[src/rtl/mantissa_divider.sv]
// rtl/mantissa_divider.sv - restoring radix-2 divider for floating-point mantissas
//
// Computes quotient_out = floor(dividend * 2^(QUO_WIDTH-1) / divisor), one quotient
// bit per clock. The binary point of quotient_out sits after its MSB.
//
// Ports:
//   clk_in       - clock, all state changes on the rising edge
//   rst_in       - synchronous active-high reset
//   start_in     - begin a division (only looked at while idle)
//   dividend_in  - dividend mantissa, hidden bit as MSB, captured on acceptance
//   divisor_in   - divisor mantissa, hidden bit as MSB, captured on acceptance
//   quotient_out - quotient bits, held from the done pulse until the next start
//   sticky_out   - final remainder was nonzero
//   dbz_out      - captured divisor was zero
//   busy_out     - a division is in progress or its done pulse is showing
//   done_out     - one-cycle pulse, results valid

module mantissa_divider #(
    parameter int MANT_WIDTH = 11,
    parameter int QUO_WIDTH  = MANT_WIDTH + 2
) (
    input  logic                  clk_in,
    input  logic                  rst_in,
    input  logic                  start_in,
    input  logic [MANT_WIDTH-1:0] dividend_in,
    input  logic [MANT_WIDTH-1:0] divisor_in,
    output logic [QUO_WIDTH-1:0]  quotient_out,
    output logic                  sticky_out,
    output logic                  dbz_out,
    output logic                  busy_out,
    output logic                  done_out
);

    localparam int CNT_W = $clog2(QUO_WIDTH + 1);

    typedef enum logic [1:0] {
        IDLE = 2'd0,
        CALC = 2'd1,
        DONE = 2'd2
    } state_t;

    state_t                state_q, state_d;
    logic [MANT_WIDTH:0]   rem_q, rem_d;
    logic [MANT_WIDTH-1:0] div_q, div_d;
    logic [QUO_WIDTH-1:0]  quo_q, quo_d;
    logic [CNT_W-1:0]      cnt_q, cnt_d;
    logic                  sticky_q, sticky_d;
    logic                  dbz_q, dbz_d;
    logic                  busy_q, busy_d;
    logic                  done_q, done_d;

    // Trial subtraction one bit wider than the remainder so its MSB is the borrow.
    logic [MANT_WIDTH+1:0] trial;
    logic                  borrow;
    logic [MANT_WIDTH:0]   next_rem;

    always_comb begin
        trial  = {1'b0, rem_q} - {2'b00, div_q};
        borrow = trial[MANT_WIDTH+1];
        // Whichever value survives is below the divisor, so the doubling cannot
        // lose a bit out of the MANT_WIDTH+1 bit remainder.
        if (borrow) begin
            next_rem = {rem_q[MANT_WIDTH-1:0], 1'b0};
        end else begin
            next_rem = {trial[MANT_WIDTH-1:0], 1'b0};
        end
    end

    always_comb begin
        state_d  = state_q;
        rem_d    = rem_q;
        div_d    = div_q;
        quo_d    = quo_q;
        cnt_d    = cnt_q;
        sticky_d = sticky_q;
        dbz_d    = dbz_q;
        busy_d   = busy_q;
        done_d   = 1'b0;

        case (state_q)
            IDLE: begin
                busy_d = 1'b0;
                if (start_in) begin
                    div_d    = divisor_in;
                    rem_d    = {1'b0, dividend_in};
                    quo_d    = '0;
                    cnt_d    = '0;
                    sticky_d = 1'b0;
                    dbz_d    = 1'b0;
                    busy_d   = 1'b1;
                    state_d  = CALC;
                end
            end

            CALC: begin
                if (div_q == '0) begin
                    // Saturate and flag instead of iterating.
                    quo_d    = '1;
                    sticky_d = 1'b0;
                    dbz_d    = 1'b1;
                    done_d   = 1'b1;
                    state_d  = DONE;
                end else begin
                    quo_d = {quo_q[QUO_WIDTH-2:0], ~borrow};
                    rem_d = next_rem;
                    cnt_d = cnt_q + 1'b1;
                    if (cnt_q == CNT_W'(QUO_WIDTH - 1)) begin
                        sticky_d = (next_rem != '0);
                        done_d   = 1'b1;
                        state_d  = DONE;
                    end
                end
            end

            DONE: begin
                busy_d  = 1'b0;
                state_d = IDLE;
            end

            default: begin
                busy_d  = 1'b0;
                state_d = IDLE;
            end
        endcase
    end

    always_ff @(posedge clk_in) begin
        if (rst_in) begin
            state_q  <= IDLE;
            rem_q    <= '0;
            div_q    <= '0;
            quo_q    <= '0;
            cnt_q    <= '0;
            sticky_q <= 1'b0;
            dbz_q    <= 1'b0;
            busy_q   <= 1'b0;
            done_q   <= 1'b0;
        end else begin
            state_q  <= state_d;
            rem_q    <= rem_d;
            div_q    <= div_d;
            quo_q    <= quo_d;
            cnt_q    <= cnt_d;
            sticky_q <= sticky_d;
            dbz_q    <= dbz_d;
            busy_q   <= busy_d;
            done_q   <= done_d;
        end
    end

    assign quotient_out = quo_q;
    assign sticky_out   = sticky_q;
    assign dbz_out      = dbz_q;
    assign busy_out     = busy_q;
    assign done_out     = done_q;

endmodule

[config.mk]
export PLATFORM = sky130hd
export DESIGN_NAME = mantissa_divider
export DESIGN_NICKNAME = d
export VERILOG_FILES = /design/src/rtl/mantissa_divider.sv
export SDC_FILE = /design/constraint.sdc
export NUM_CORES = 1
export LEC_CHECK = 0
export BUFFER_PORTS_ARGS = -buffer_cell sky130_fd_sc_hd__buf_2
export CAP_MARGIN = 20
export CORE_UTILIZATION = 40
export DETAILED_ROUTE_END_ITERATION = 10
export GPL_ROUTABILITY_DRIVEN = 0
export GPL_TIMING_DRIVEN = 1
export SETUP_SLACK_MARGIN = 0.5
export SYNTH_ARGS = -nofsm -noshare
export SYNTH_HDL_FRONTEND = slang
export SYNTH_SLANG_ARGS = --single-unit
[constraint.sdc]
create_clock -name clk_in -period 3.15 [get_ports clk_in]
set_input_delay 0.4725 -clock clk_in [delete_from_list [all_inputs] [get_ports clk_in]]
set_output_delay 0.4725 -clock clk_in [all_outputs]
set_load 0.01 [all_outputs]
==> run summary <==
Hold WS = 0.402 ns
Drt via density = 5.39
N_diodes = 0
Largest net degree at the start of global routing = 34
M2 GR Usage = 31.8%
Rows = 28
Yosys cell types = 48
Met3 Usage GRT = 3.67%
Worst skew pair latency = 0.29 ns
Cell depth of the worst flop-to-flop path = 8
Via count = 2409
Clock skew = 0.00561 ns
Worst vdd ir = 0.249 mV
Seq cells post-synth = 46
TritonCTS clock tree = done
Slew HR = 57.1%
Fmax = 0.378 GHz
Final hold viol count = 0
Critical path class = flip-flop to flip-flop
CTS buffer count = 5
Synthesized cell area = 2540 um2
Status = complete, no violations
Root Driver = clkbuf_8
Post-synth net total = 371
Met1 usage = 29.9%
Worst min-delay path class = primary input to flip-flop
Area of the multi-input gates = 1490 um2
First-pass GRT wire length = 10.7 mm
GRT Overall Usage = 21.2%
DR WL/cell = 14.5 um
Commonest non-fill, non-tap cell in the layout = nand2_1
Final nets = 410
Syn Area/Cell = 7.65 um2
DR iter-0 viols = 121
HPWL after DPL = 4.79 mm
Worst slew pin tran = 0.643 ns
RSZ-0062 raised after global routing = yes
Final setup margin = 0.505 ns
DP Worst Slack = 0.446 ns
FF+latch area = 922 um2
Global route total overflow = 0
Most frequent cells in the layout = nand2_1, dfxtp_1, nor2_1, buf_2
Port Buffers = 41
Synth Warn # = 0
Core area = 6030 um2
Clock-pin slew on the worst setup and hold paths = 0.09 ns
Max cap viols = 0
Initial antenna violation count = 0
Die width = 81.7 um
Sequential element share of the synthesized area = 36.3%
Ports = 42
Antenna-violating nets left = 0
Layout area overhead = 15.1%
Fin crit share = 84.0%
CTS Sinks = 46
TNS Setup = 0 ns
Hold path depth = 3
Fin crit period = 2.64 ns
Worst-path fanout max = 7
Main synth FF type = dfxtp_1
Filler cells = 647
Clk buf depth = 2
Cells after synthesis = 332
Share of layout cells above drive strength 1 = 18.3%
Post-synth EDFFs = 0
Die Height = 81.7 um
Lkg Pwr = 1.23 nW
Setup violations, final = 0
Final Routed Wirelength = 6.50 mm
Post-synth ARST share = 0%
H-tree levels = 2
TritonRoute pass-1 iters = 6
Vias in the first global route = 2253
Most Used Layer, Global Route = met2
Data arrival time of the critical path = 2.84 ns
CP Capture Type = flip-flop
Die area = 6670 um2
Worst endpoint required time = 3.34 ns
Initial Util = 42.2%
PwrDens = 637 nW/um2
Max-slew violations = 0
CP Launch Type = flip-flop
DRC = 0
==> synth_stat cells, drive strengths merged, types with 4 or more instances <==
cell | count | area [um2]
a211oi | 5 | 42.5
a21o | 5 | 37.5
a21oi | 28 | 140
clkbuf | 12 | 45.0
dfxtp | 46 | 921
ha | 13 | 163
inv | 18 | 67.6
mux2i | 6 | 60.1
nand2 | 57 | 214
nand2b | 4 | 25.0
nand3 | 4 | 20.0
nor2 | 41 | 154
nor3 | 10 | 55.1
nor4 | 5 | 31.3
o21ai | 29 | 153
xor2 | 5 | 43.8
==> worst max-delay path, stage by stage (launching register included) <==
cell	delay, ns
dfxtp_1	0.45
ha_2	0.36
and2_4	0.16
or4_4	0.42
o21ai_2	0.23
xnor2_1	0.12
or4b_4	0.56
nor3_2	0.18
o31ai_1	0.07
==> final timing paths <==
path | from | endpoint | slack (ns)
setup / recovery | rem_q[4] | sticky_out | 0.51
hold / removal | divisor_in[2] | div_q[2] | 0.40
setup reg to reg | rem_q[4] | sticky_out | 0.51
hold reg to reg | quotient_out[12] | quotient_out[12] | 0.46
==> state kept, by name, summed over array words and instances, names as in the netlist <==
register and flops:
dbz_out 1, div_q 11, done_out 1, cnt_q 4, quotient_out 13, sticky_out 1
rem_q 12, busy_out 1, state_q 2
==> layer usage <==
| layer | part of all wire (%) | vias up |
|---|---|---|
| li1 | - | 1234 |
| met1 | 49 | 1092 |
| met2 | 43 | 69 |
| met3 | 5.4 | 14 |
| met4 | 2.4 | 0 |
| met5 | 0 | - |
==> what timing repair did <==
item	CTS	global route
pin swaps	1	1
endpoints found under the setup margin	7	11
buffers inserted	2	0
hold buffers	0	0
resized for setup	2	4
==> power breakdown <==
group          switching [mW]  internal (mW)  leakage, nW
Clock                   0.209          0.182       0.0489
Combinational           0.458          0.331        0.802
Sequential             0.0497          0.634        0.377
Total                   0.716           1.15         1.23
==> stage by stage <==
stage | power, mW | instance area (um2) | utilization [%] | cells
floorplan | 1.26 | 2540 | - | 332
global placement | 1.43 | 2790 | 46.3 | 437
global route | 1.99 | 2920 | 48.5 | 447
CTS | 1.86 | 2910 | 48.4 | 447
finish | 1.86 | 2920 | 48.5 | 447
detailed placement | 1.43 | 2790 | 46.3 | 437
==> cell families after synthesis <==
logic type / synth area share, %
and+or+nand+nor: 24.7
adders and majority gates: 7.19
xor gates and xnor gates: 2.41
buffers and inverters: 5.96
DFF: 36.3
muxes: 2.81
AOI/OAI and AO/OA: 20.6
==> area by class of cell <==
cell class                 instances  share of cell area, %
timing repair buffer              48                   8.81
sequential                        46                   31.5
clock inverter                     1                  0.300
inverter                          18                   2.31
clock buffer                       7                   2.95
multi-input combinational        252                   50.9
tap                               75                   3.21
(Power assumes the default switching activity.)
